[config.mk]
export PLATFORM = sky130hd
export DESIGN_NAME = exc_vector_seq
export DESIGN_NICKNAME = d
export VERILOG_FILES = /design/src/rtl/exc_pkg.sv /design/src/rtl/exc_prio_enc.sv /design/src/rtl/exc_vector_seq.sv
export SDC_FILE = /design/constraint.sdc
export NUM_CORES = 1
export LEC_CHECK = 0
export CAP_MARGIN = 20
export CORE_MARGIN = 2
export CORE_UTILIZATION = 32
export DETAILED_ROUTE_END_ITERATION = 10
export DONT_BUFFER_PORTS = 1
export GPL_TIMING_DRIVEN = 0
export SLEW_MARGIN = 20
export SYNTH_ARGS = -nofsm -noshare
export SYNTH_HDL_FRONTEND = slang
export SYNTH_SLANG_ARGS = --single-unit
[constraint.sdc]
create_clock -name clk -period 2.3 [get_ports clk]
set_input_delay 0.23 -clock clk [delete_from_list [all_inputs] [get_ports clk]]
set_output_delay 0.23 -clock clk [all_outputs]
set_load 0.1 [all_outputs]
[src/rtl/exc_pkg.sv]
// rtl/exc_pkg.sv - shared states, selector codes and cause codes for the exception-vector sequencer
package exc_pkg;

    typedef enum logic [1:0] {
        ST_IDLE  = 2'd0,
        ST_SAVE  = 2'd1,
        ST_FETCH = 2'd2,
        ST_LOAD  = 2'd3
    } exc_state_e;

    // Memory-address mux selector codes
    localparam logic [2:0] SEL_PC       = 3'd0;
    localparam logic [2:0] SEL_VEC_OPC  = 3'd2;
    localparam logic [2:0] SEL_VEC_OVF  = 3'd3;
    localparam logic [2:0] SEL_VEC_DIV0 = 3'd4;

    localparam logic [1:0] CAUSE_NONE = 2'd0;
    localparam logic [1:0] CAUSE_OPC  = 2'd1;
    localparam logic [1:0] CAUSE_OVF  = 2'd2;
    localparam logic [1:0] CAUSE_DIV0 = 2'd3;

endpackage

[src/rtl/exc_prio_enc.sv]
// rtl/exc_prio_enc.sv - exception priority encoder (opcode > overflow > div0); div0 honoured only with EXC_DIV0_EN
module exc_prio_enc
    import exc_pkg::*;
(
    input  logic       i_opcode,
    input  logic       i_ovf,
    input  logic       i_div0,
    output logic       o_valid,
    output logic [1:0] o_cause,
    output logic [2:0] o_sel
);

`ifdef EXC_DIV0_EN
    localparam logic DIV0_EN = 1'b1;
`else
    localparam logic DIV0_EN = 1'b0;
`endif

    logic w_div0_req;

    // With the feature off the request folds to constant 0 and the div0 path prunes away
    assign w_div0_req = i_div0 & DIV0_EN;

    always_comb begin
        o_valid = 1'b0;
        o_cause = CAUSE_NONE;
        o_sel   = SEL_PC;
        if (i_opcode) begin
            o_valid = 1'b1;
            o_cause = CAUSE_OPC;
            o_sel   = SEL_VEC_OPC;
        end else if (i_ovf) begin
            o_valid = 1'b1;
            o_cause = CAUSE_OVF;
            o_sel   = SEL_VEC_OVF;
        end else if (w_div0_req) begin
            o_valid = 1'b1;
            o_cause = CAUSE_DIV0;
            o_sel   = SEL_VEC_DIV0;
        end
    end

endmodule

[src/rtl/exc_vector_seq.sv]
// rtl/exc_vector_seq.sv - exception-vector fetch sequencer owning the IorD mux selector (optional EXC_DIV0_EN)
module exc_vector_seq
    import exc_pkg::*;
#(
    parameter int MEM_LAT = 2
) (
    input  logic       clk,
    input  logic       reset_n,
    input  logic [2:0] cu_iord,
    input  logic       cu_mem_wr,
    input  logic       exc_opcode,
    input  logic       exc_ovf,
    input  logic       exc_div0,
    output logic [2:0] iord_sel,
    output logic       mem_wr,
    output logic       exc_stall,
    output logic       epc_wr,
    output logic       pc_wr_exc,
    output logic       pc_src_exc,
    output logic [1:0] exc_cause,
    output logic       exc_done
);

    localparam int CNT_W = 3;

    exc_state_e       r_state;
    logic [CNT_W-1:0] r_cnt;
    logic [1:0]       r_cause;
    logic [2:0]       r_vec;
    logic [2:0]       r_iord;
    logic             r_stall;
    logic             r_epc_wr;
    logic             r_pc_wr;
    logic             r_pc_src;
    logic             r_done;

    logic             w_exc_valid;
    logic [1:0]       w_exc_cause;
    logic [2:0]       w_exc_sel;
    logic             w_idle;

    exc_prio_enc u_prio_enc (
        .i_opcode (exc_opcode),
        .i_ovf    (exc_ovf),
        .i_div0   (exc_div0),
        .o_valid  (w_exc_valid),
        .o_cause  (w_exc_cause),
        .o_sel    (w_exc_sel)
    );

    // Registered outputs are loaded with the values of the state being entered
    always_ff @(posedge clk or negedge reset_n) begin
        if (!reset_n) begin
            r_state  <= ST_IDLE;
            r_cnt    <= '0;
            r_cause  <= CAUSE_NONE;
            r_vec    <= SEL_PC;
            r_iord   <= SEL_PC;
            r_stall  <= 1'b0;
            r_epc_wr <= 1'b0;
            r_pc_wr  <= 1'b0;
            r_pc_src <= 1'b0;
            r_done   <= 1'b0;
        end else begin
            case (r_state)
                ST_IDLE: begin
                    if (w_exc_valid) begin
                        r_state  <= ST_SAVE;
                        r_cause  <= w_exc_cause;
                        r_vec    <= w_exc_sel;
                        r_iord   <= SEL_PC;
                        r_stall  <= 1'b1;
                        r_epc_wr <= 1'b1;
                    end
                end
                ST_SAVE: begin
                    r_state  <= ST_FETCH;
                    r_cnt    <= CNT_W'(MEM_LAT - 1);
                    r_iord   <= r_vec;
                    r_epc_wr <= 1'b0;
                end
                ST_FETCH: begin
                    if (r_cnt == '0) begin
                        r_state  <= ST_LOAD;
                        r_pc_wr  <= 1'b1;
                        r_pc_src <= 1'b1;
                        r_done   <= 1'b1;
                    end else begin
                        r_cnt <= r_cnt - 1'b1;
                    end
                end
                ST_LOAD: begin
                    r_state  <= ST_IDLE;
                    r_iord   <= SEL_PC;
                    r_stall  <= 1'b0;
                    r_pc_wr  <= 1'b0;
                    r_pc_src <= 1'b0;
                    r_done   <= 1'b0;
                end
                default: begin
                    r_state  <= ST_IDLE;
                    r_iord   <= SEL_PC;
                    r_stall  <= 1'b0;
                    r_epc_wr <= 1'b0;
                    r_pc_wr  <= 1'b0;
                    r_pc_src <= 1'b0;
                    r_done   <= 1'b0;
                end
            endcase
        end
    end

    assign w_idle     = (r_state == ST_IDLE);
    assign iord_sel   = w_idle ? cu_iord : r_iord;
    assign mem_wr     = w_idle & cu_mem_wr;
    assign exc_stall  = r_stall;
    assign epc_wr     = r_epc_wr;
    assign pc_wr_exc  = r_pc_wr;
    assign pc_src_exc = r_pc_src;
    assign exc_cause  = r_cause;
    assign exc_done   = r_done;

endmodule
# Word level (Yosys, flattened, before mapping)
# Index checks and enable logic that the tools add are counted.
dict set report totals {
  regBits 16
  inputBits 9
  output_inout_bits 11
}
dict set report op_classes {
  addsub 1
  n_eq_ne 6
  n_mux 19
  bitwise_logic 1
  n_reduce_logical 14
}
# cell n
set ops {}
lappend ops {{$reduce_and 2->1} 7}
lappend ops {{$mux 2} 6}
lappend ops {{$mux 3} 3}
lappend ops {{$pmux 3 s3} 1}
lappend ops {{$pmux 2 s4} 1}
lappend ops {{$reduce_bool 2->1} 4}
lappend ops {{$pmux 1 s2} 3}
lappend ops {{$pmux 3 s2} 1}
lappend ops {{$eq 2x2->1 const B} 2}
lappend ops {{$mux 1} 4}
lappend ops {{$ne 2x2->1 const B} 2}
lappend ops {{$logic_not 3->1} 1}
lappend ops {{$reduce_bool 3->1} 1}
lappend ops {{$sub 3x1->3 const B} 1}
lappend ops {{$eq 2x1->1 const B} 1}
lappend ops {{$logic_not 2->1} 1}
lappend ops {{$ne 2x1->1 const B} 1}
lappend ops {{$and 1x1->1} 1}

# Longest topological paths before layout
# Gate-level depths: netlist of the first run.
dict set report logic_depth {
  word_depth 4
  ltp_mapped 5
  mapped_depth_nobuf 5
}

# Hierarchy
# From an unflattened synthesis of the first run, not the netlist that was laid out.
dict set report unflattened {
  cells_unflattened 83
  hier_area_um2 912.1
}
# mod instances cells_per_inst area_each_um2
set modules_own_cells {}
lappend modules_own_cells {exc_vector_seq 1 76 865.8}
lappend modules_own_cells {exc_prio_enc 1 7 46.3}

# Least setup slack after synthesis of the first run
# OpenSTA, ideal clock, no wires.
dict set report synth_timing {
  path_type {reg2out}
  start {register r_state[0]}
  end {output port iord_sel[2]}
  arrival_ns 1.754
  setup_slack_ns 0.316
  stages_incl_launch_ff 5
  n_path_buf 1
  path_cell_list {dfrtp_1 > inv_1 > ha_1 > clkbuf_1 > and2_1}
}
dict set report synth_between {
  elab_chain_len 2
}
# item line
set synth_lines {}
lappend synth_lines {{from (decl)} exc_vector_seq.sv:26} ;# exc_state_e r_state;
lappend synth_lines {{from (signal assigned)} exc_vector_seq.sv:54} ;# r_state <= ST_IDLE;
lappend synth_lines {{from (signal assigned)} exc_vector_seq.sv:68} ;# r_state <= ST_SAVE;
lappend synth_lines {{from (signal assigned)} exc_vector_seq.sv:77} ;# r_state <= ST_FETCH;
lappend synth_lines {{$logic_not 2->1} exc_vector_seq.sv:113} ;# assign w_idle = (r_state == ST_IDLE);
lappend synth_lines {{$mux 3} exc_vector_seq.sv:114} ;# assign iord_sel = w_idle ? cu_iord : r_iord;
lappend synth_lines {{to (decl)} exc_vector_seq.sv:14} ;# output logic [2:0] iord_sel,
# No other way between the ends.

# Worst setup path in the final report of the first run
dict set report layout_timing {
  start {register r_state[1]}
  end {output port iord_sel[2]}
}
# The elaborated chain is that of the path after synthesis.

==> reports/metrics.cfg, run 1 <==
[timing]
final.period_utilization_pct=94.6
setup_violations=0
hold_ws_ns=0.0323
max_freq_mhz=460
rsz0062_at_grt=false
finalHoldViolations=0
worst_slew_pin_slew_ns=0.950
finalCriticalPeriod_ns=2.18
clock_skew_ns=0.000745
slew_violations=0
setup_slack_ns=0.124
setup_tns_ns=0
slew_headroom_pct=36.7

[clocking]
root_buffer=clkbuf_4
cts_buffer_depth=2
path_clk_slew_ns=0.08
post_cts_buffers=0
htreeDepth=1
insertion_delay_ns=0.27
cts-buffers-inserted=3
clock-sinks=13
cts_tree=yes

[synth]
synth_area_per_cell_um2=10.8
yosysTopAreaCellShare_pct=43.7
ys_seq_area_share_pct=43.7
synthesis.nets=85
synth_cell_types=26
yosysTopAreaCell=dfrtp_1
netlist_instances=69
synth.area.top_cells=dfrtp_1 44%, ha_1 12%, mux2_2 4.5%
yosys_warnings=0
ys_seq_elements=13
syn_area_um2=744

[worst_setup_path]
r2r_start=r_state[1]$_DFFE_PN0P_
r2r_slack_ns=0.68
path_class=register to output pin
arrival_ns=1.95
cp_max_fo=10
reg2reg_depth=5
endpoint=iord_sel[2]
cp-startpoint=r_state[1]$_DFFE_PN0P_
worstPathRequired_ns=2.07
worstReg2RegEnd=r_state[1]$_DFFE_PN0P_
startpoint_type=register
worstSetupEndpointType=output pin

[placement]
preCtsSetupSlack_ns=0.170
dp_hpwl_um=971
port-buffer-count=0
gp_congestion=0.667
placed_area_um2=779

[global_route]
grt_pass1_wl_mm=2.06
grt_pass1_vias=454
grt_overflow_total=0
grtUsageTotal_pct=10.4
grt_antenna_before_repair=0
grt_max_degree=14

[job]
cap_violations=0

[final_layout]
area_growth_pct=9.92
antennaDiodeCount=0
layout-drive-gt1-share_pct=18.9
fillCellCount=231
stdcell_area_um2=818
nets=91

[routing]
ant_nets=0
drt-initial-drc-count=11
drt_wl_total_mm=1.30
wl_per_cell_um=12.8
vias_per_cell=4.83
vias=493
drc=0
first_pass_iters=4

[floorplan]
fp.dieArea_mm2=0.00273
chipWidth_um=52.2
start_util_pct=33.7
fp.dieH_um=52.2
io_pins=20
rows=17
fp.coreArea_mm2=0.00221

[hold_path]
hold_class=input pin to register

[run_status]
status=complete, no violations

[layout by cell type, fill, tap and decap left out]
master and instances:
inv_1 6, a21oi_1 4, clkbuf_1 3, nand2b_1 1
nor2_1 2, mux2i_1 2, a21o_1 1, o31ai_1 2
ha_1 7, o22ai_1 1, mux2_2 3, o21ai_0 4
nand2_1 4, xnor2_1 1, clkbuf_4 3, a21oi_2 1
mux2_4 1, a22o_1 3, o32a_1 1, dlygate4sd3_1 1
o211ai_1 1, nor3_1 1, or2_1 1, o2bb2ai_1 1
nor3b_4 1, dfrtp_1 13, and2_2 2, buf_4 3
[repair_timing]
item / in CTS / in global routing
gates resized for setup: 2 / 0
setup endpoints to repair: 2 / 0
hold endpoints to repair: 13 / 0
hold buffers: 1 / 0
[worst max-delay path, stage by stage (launching register included)]
cell and delay (ns):
dfrtp_1 0.43, inv_1 0.11, ha_1 0.24, clkbuf_1 0.33, and2_2 0.56
[worst min path at each step]
stage / from / to / slack (ns) / depth (start not counted)
final: exc_opcode / r_vec[0]$_DFFE_PN0P_ / 0.03 / 1
after global routing: exc_opcode / r_vec[0]$_DFFE_PN0P_ / 0.02 / 1
after CTS: exc_opcode / r_vec[0]$_DFFE_PN0P_ / 0.02 / 1
after detailed placement: reset_n / r_iord[1]$_DFFE_PN0P_ / -0.07 / 0
after global placement: reset_n / r_vec[1]$_DFFE_PN0P_ / -0.07 / 0
after floorplan: reset_n / epc_wr$_DFFE_PN0P_ / -0.07 / 0
[per-layer routing]
layer | wire [um] | global-route usage (%) | vias to the layer above
li1 | - | - | 248
met1 | 636 | 14.1 | 230
met2 | 590 | 14.1 | 11
met3 | 57 | 2.57 | 4
met4 | 19 | 7.69 | 0
met5 | 0 | 0 | -
[stage by stage]
stage / utilization [%] / cells
6_report: 37.0 / 102
3_3_place_gp: 35.2 / 97
3_5_place_dp: 35.2 / 97
2_1_floorplan: - / 69
4_1_cts: 37.0 / 102
5_1_grt: 37.0 / 102
[cells by family (layout without fill, tap and decap cells)]
kind of cell    after synthesis  count (layout)  synth area share, %
xor+xnor                      1               1                 1.18
mux                           6               6                 9.24
buf+inv                      11              16                 7.06
compound gates               19              19                 17.5
flops                        13              13                 43.7
fa+ha+maj                     7               7                 11.8
simple gates                 12              12                 9.58
[Yosys cell counts, drive strengths merged]
library cell / n
o31ai: 2
nand2b: 1
ha: 7
and2: 2
or2: 1
inv: 6
xnor2: 1
a22o: 3
buf: 3
dfrtp: 13
nor3: 1
nand2: 4
mux2: 4
a21oi: 5
o32a: 1
o21ai: 4
a21o: 1
nor2: 2
o211ai: 1
clkbuf: 2
o22ai: 1
o2bb2ai: 1
mux2i: 2
nor3b: 1
[registers in the layout (all words and copies together), names as in the netlist]
register	cells
r_vec	2
exc_done	1
r_iord	2
r_cnt	3
exc_cause	1
r_state	2
epc_wr	1
exc_stall	1
[cell type report]
type	instances	area [um^2]	area share [%]
Timing Repair Buffer	1	10.0	1.22
Inverter	6	22.5	2.75
Clock buffer	4	26.3	3.21
Multi-Input combinational cell	45	369	45.1
Buffer	5	30.0	3.67
Sequential cell	13	325	39.8
Tap cell	28	35.0	4.28
Power of run 1 is left out: the tool's default activity adds up to more than one toggle a clock period on the data nets, which glitch-free logic cannot reach.
==> run 2: changes to the inputs <==
- CORE_MARGIN: 2 -> 8
- SYNTH_HIERARCHICAL: default -> 1
==> reports/metrics.cfg, run 2 <==
[run_status]
status=complete, no violations

[final_layout]
antennaDiodeCount=0  ; unchanged
top_regs=r_cnt: 3 flops, r_iord: 3 flops, r_vec: 3 flops
layout-drive-gt1-share_pct=27.3  ; +8.4 points
final_cell_mix=16 x dfrtp_1, 9 x mux2_2, 8 x inv_1
area_growth_pct=9.33
final_common_cell=dfrtp_1
nets=105  ; +15%

[clocking]
path_clk_slew_ns=0.10  ; +0.02 ns
root_buffer=clkbuf_4
htreeDepth=1  ; unchanged
cts-buffers-inserted=3  ; unchanged
cts_buffer_depth=2  ; unchanged
cts_tree=yes
insertion_delay_ns=0.29  ; +0.02 ns
clock-sinks=16  ; +3

[placement]
port-buffer-count=0  ; unchanged
dp_hpwl_mm=1.27  ; +30%
gp_congestion=0.747  ; +12%

[routing]
drt_wl_total_mm=1.61  ; +24%
first_pass_iters=4  ; unchanged
vias_per_cell=4.80  ; -0.72%
drc=0  ; unchanged
drt-initial-drc-count=31  ; +20
wl_per_cell_um=13.6  ; +6.1%
ant_nets=0  ; unchanged
vias=571  ; +16%

[timing]
worst_slew_pin_slew_ns=0.976  ; +0.0266 ns
clock_skew_ns=0.00218  ; +0.00143 ns
finalCriticalPeriod_ns=1.96  ; -0.218 ns
hold_ws_ns=0.166  ; +0.133 ns
rsz0062_at_grt=false
setup_tns_ns=0  ; unchanged
finalHoldViolations=0  ; unchanged
slew_violations=0  ; unchanged
max_freq_mhz=511  ; +11%
setup_violations=0  ; unchanged
slew_headroom_pct=34.9  ; -1.8 points
final.period_utilization_pct=85.1  ; -9.5 points

[synth]
ys_seq_elements=16  ; +3
netlist_instances=83  ; +20%
ys_seq_area_share_pct=43.9  ; +0.20 points
synth_flop_cell=dfrtp_1
yosys_warnings=6  ; +6
synth_cell_types=25  ; -3.8%
synth-edff-count=0  ; unchanged
synth.area.top_cells=dfrtp_1 44%, mux2_2 11%, ha_1 9.6%
ys_async_sr_fraction_pct=100  ; unchanged
yosysTopAreaCell=dfrtp_1
synth_area_per_cell_um2=11.0  ; +1.9%
yosysMostFrequentCell=dfrtp_1
syn_area_um2=912  ; +23%
synthesis.nets=99  ; +16%
synth_top_cells_by_count=16 x dfrtp_1, 9 x mux2_2, 8 x inv_1
yosysTopAreaCellShare_pct=43.9  ; +0.20 points

[worst_setup_path]
startpoint_type=register
cp_cell_sequence=buf_4
cpPeakStageDelay_ns=1.00  ; +0.44 ns
cp_max_fo=5  ; -5
worstPathRequired_ns=2.07  ; about the same
critical_path.top_delay_family=flip-flops
arrival_ns=1.73  ; -0.22 ns
critical_path_buf_inv_count=1  ; -1
path_class=register to output pin
worstSetupEndpointType=output pin
critPathSlowestCell=dfrtp_1

[global_route]
grt_max_degree=17  ; +3
grt_antenna_before_repair=0  ; unchanged
grt_overflow_total=0  ; unchanged
grt_pass1_wl_mm=2.90  ; +41%
grtUsageTotal_pct=7.46  ; -3.0 points
grt_pass1_vias=633  ; +39%

[hold_path]
hold_class=input pin to register

[floorplan]
fp.coreArea_mm2=0.00273  ; +24%
fp.dieH_um=69.4  ; +33%
start_util_pct=33.4  ; -0.29 points
fp.dieArea_mm2=0.00481  ; +76%
rows=19  ; +2
io_pins=20  ; unchanged
chipWidth_um=69.4  ; +33%

[job]
cap_violations=0  ; unchanged

[run 2: cell types whose count changed after synthesis, moves of 2 or more]
cell	previous run	this run
mux2_2	3	9
and2_1	2	0
inv_1	6	8
buf_4	3	6
mux2i_1	2	5
a22o_1	3	0
o21ai_0	4	7
nand3_1	0	2
a21oi_1	4	1
dfrtp_1	13	16
o31ai_1	2	0
[run 2: cell type report]
cell class,count,area (um^2)
Buffer,8,60.1
Multi-Input combinational cell,51,422
Fill cell,264,1740
Inverter,8,30.0
Clock buffer,4,36.3
Sequential cell,16,400
Timing Repair Buffer,1,10.0
Tap cell,31,38.8
[run 2: metrics by stage]
step           instances  worst slack, ns  utilization (%)  cell area [um^2]
2_1_floorplan         83            0.697                -               912
3_3_place_gp         114            0.663             34.8               951
3_5_place_dp         114            0.654             34.8               951
4_1_cts              119            0.320             36.5               997
5_1_grt              119            0.265             36.5               997
6_report             119            0.342             36.5               997
[run 2: path summary, 6_finish.rpt]
kind,slack [ns],startpoint,end,cells past startpoint
setup / recovery,0.34,exc_done$_DFFE_PN0P_,pc_wr_exc,1
hold / removal,0.17,exc_opcode,exc_cause[0]$_DFFE_PN0P_,2
setup reg to reg,0.72,r_state[0]$_DFFE_PN0P_,r_state[1]$_DFFE_PN0P_,6
hold reg to reg,0.48,r_cnt[0]$_DFFE_PN0P_,r_cnt[0]$_DFFE_PN0P_,1
max in group asynchronous,1.42,reset_n,epc_wr$_DFFE_PN0P_,1
min in group asynchronous,0.43,reset_n,exc_done$_DFFE_PN0P_,1
[run 2: logic make-up (layout without fill, tap and decap cells)]
kind of cell | Yosys count | in the layout | share of synthesized area, %
flops | 16 | 16 | 43.9
mux | 14 | 14 | 16.6
fa+ha+maj | 7 | 7 | 9.60
buf+inv | 16 | 21 | 9.88
simple gates | 15 | 15 | 9.60
compound gates | 14 | 14 | 10.0
other cells | 1 | 1 | 0.411
[run 2: routing by layer]
metal	global-route usage [%]	wire (um)
met5	0	0
met4	2.73	18
met3	5.01	163
met2	11.7	723
met1	7.74	709
[run 2: what timing repair did]
item,4_1_cts,5_1_grt
hold buffers,1,0
endpoints found under the hold margin,16,0
resized for setup,0,0
setup buffers,0,0
Power of run 2 is left out for the same reason.
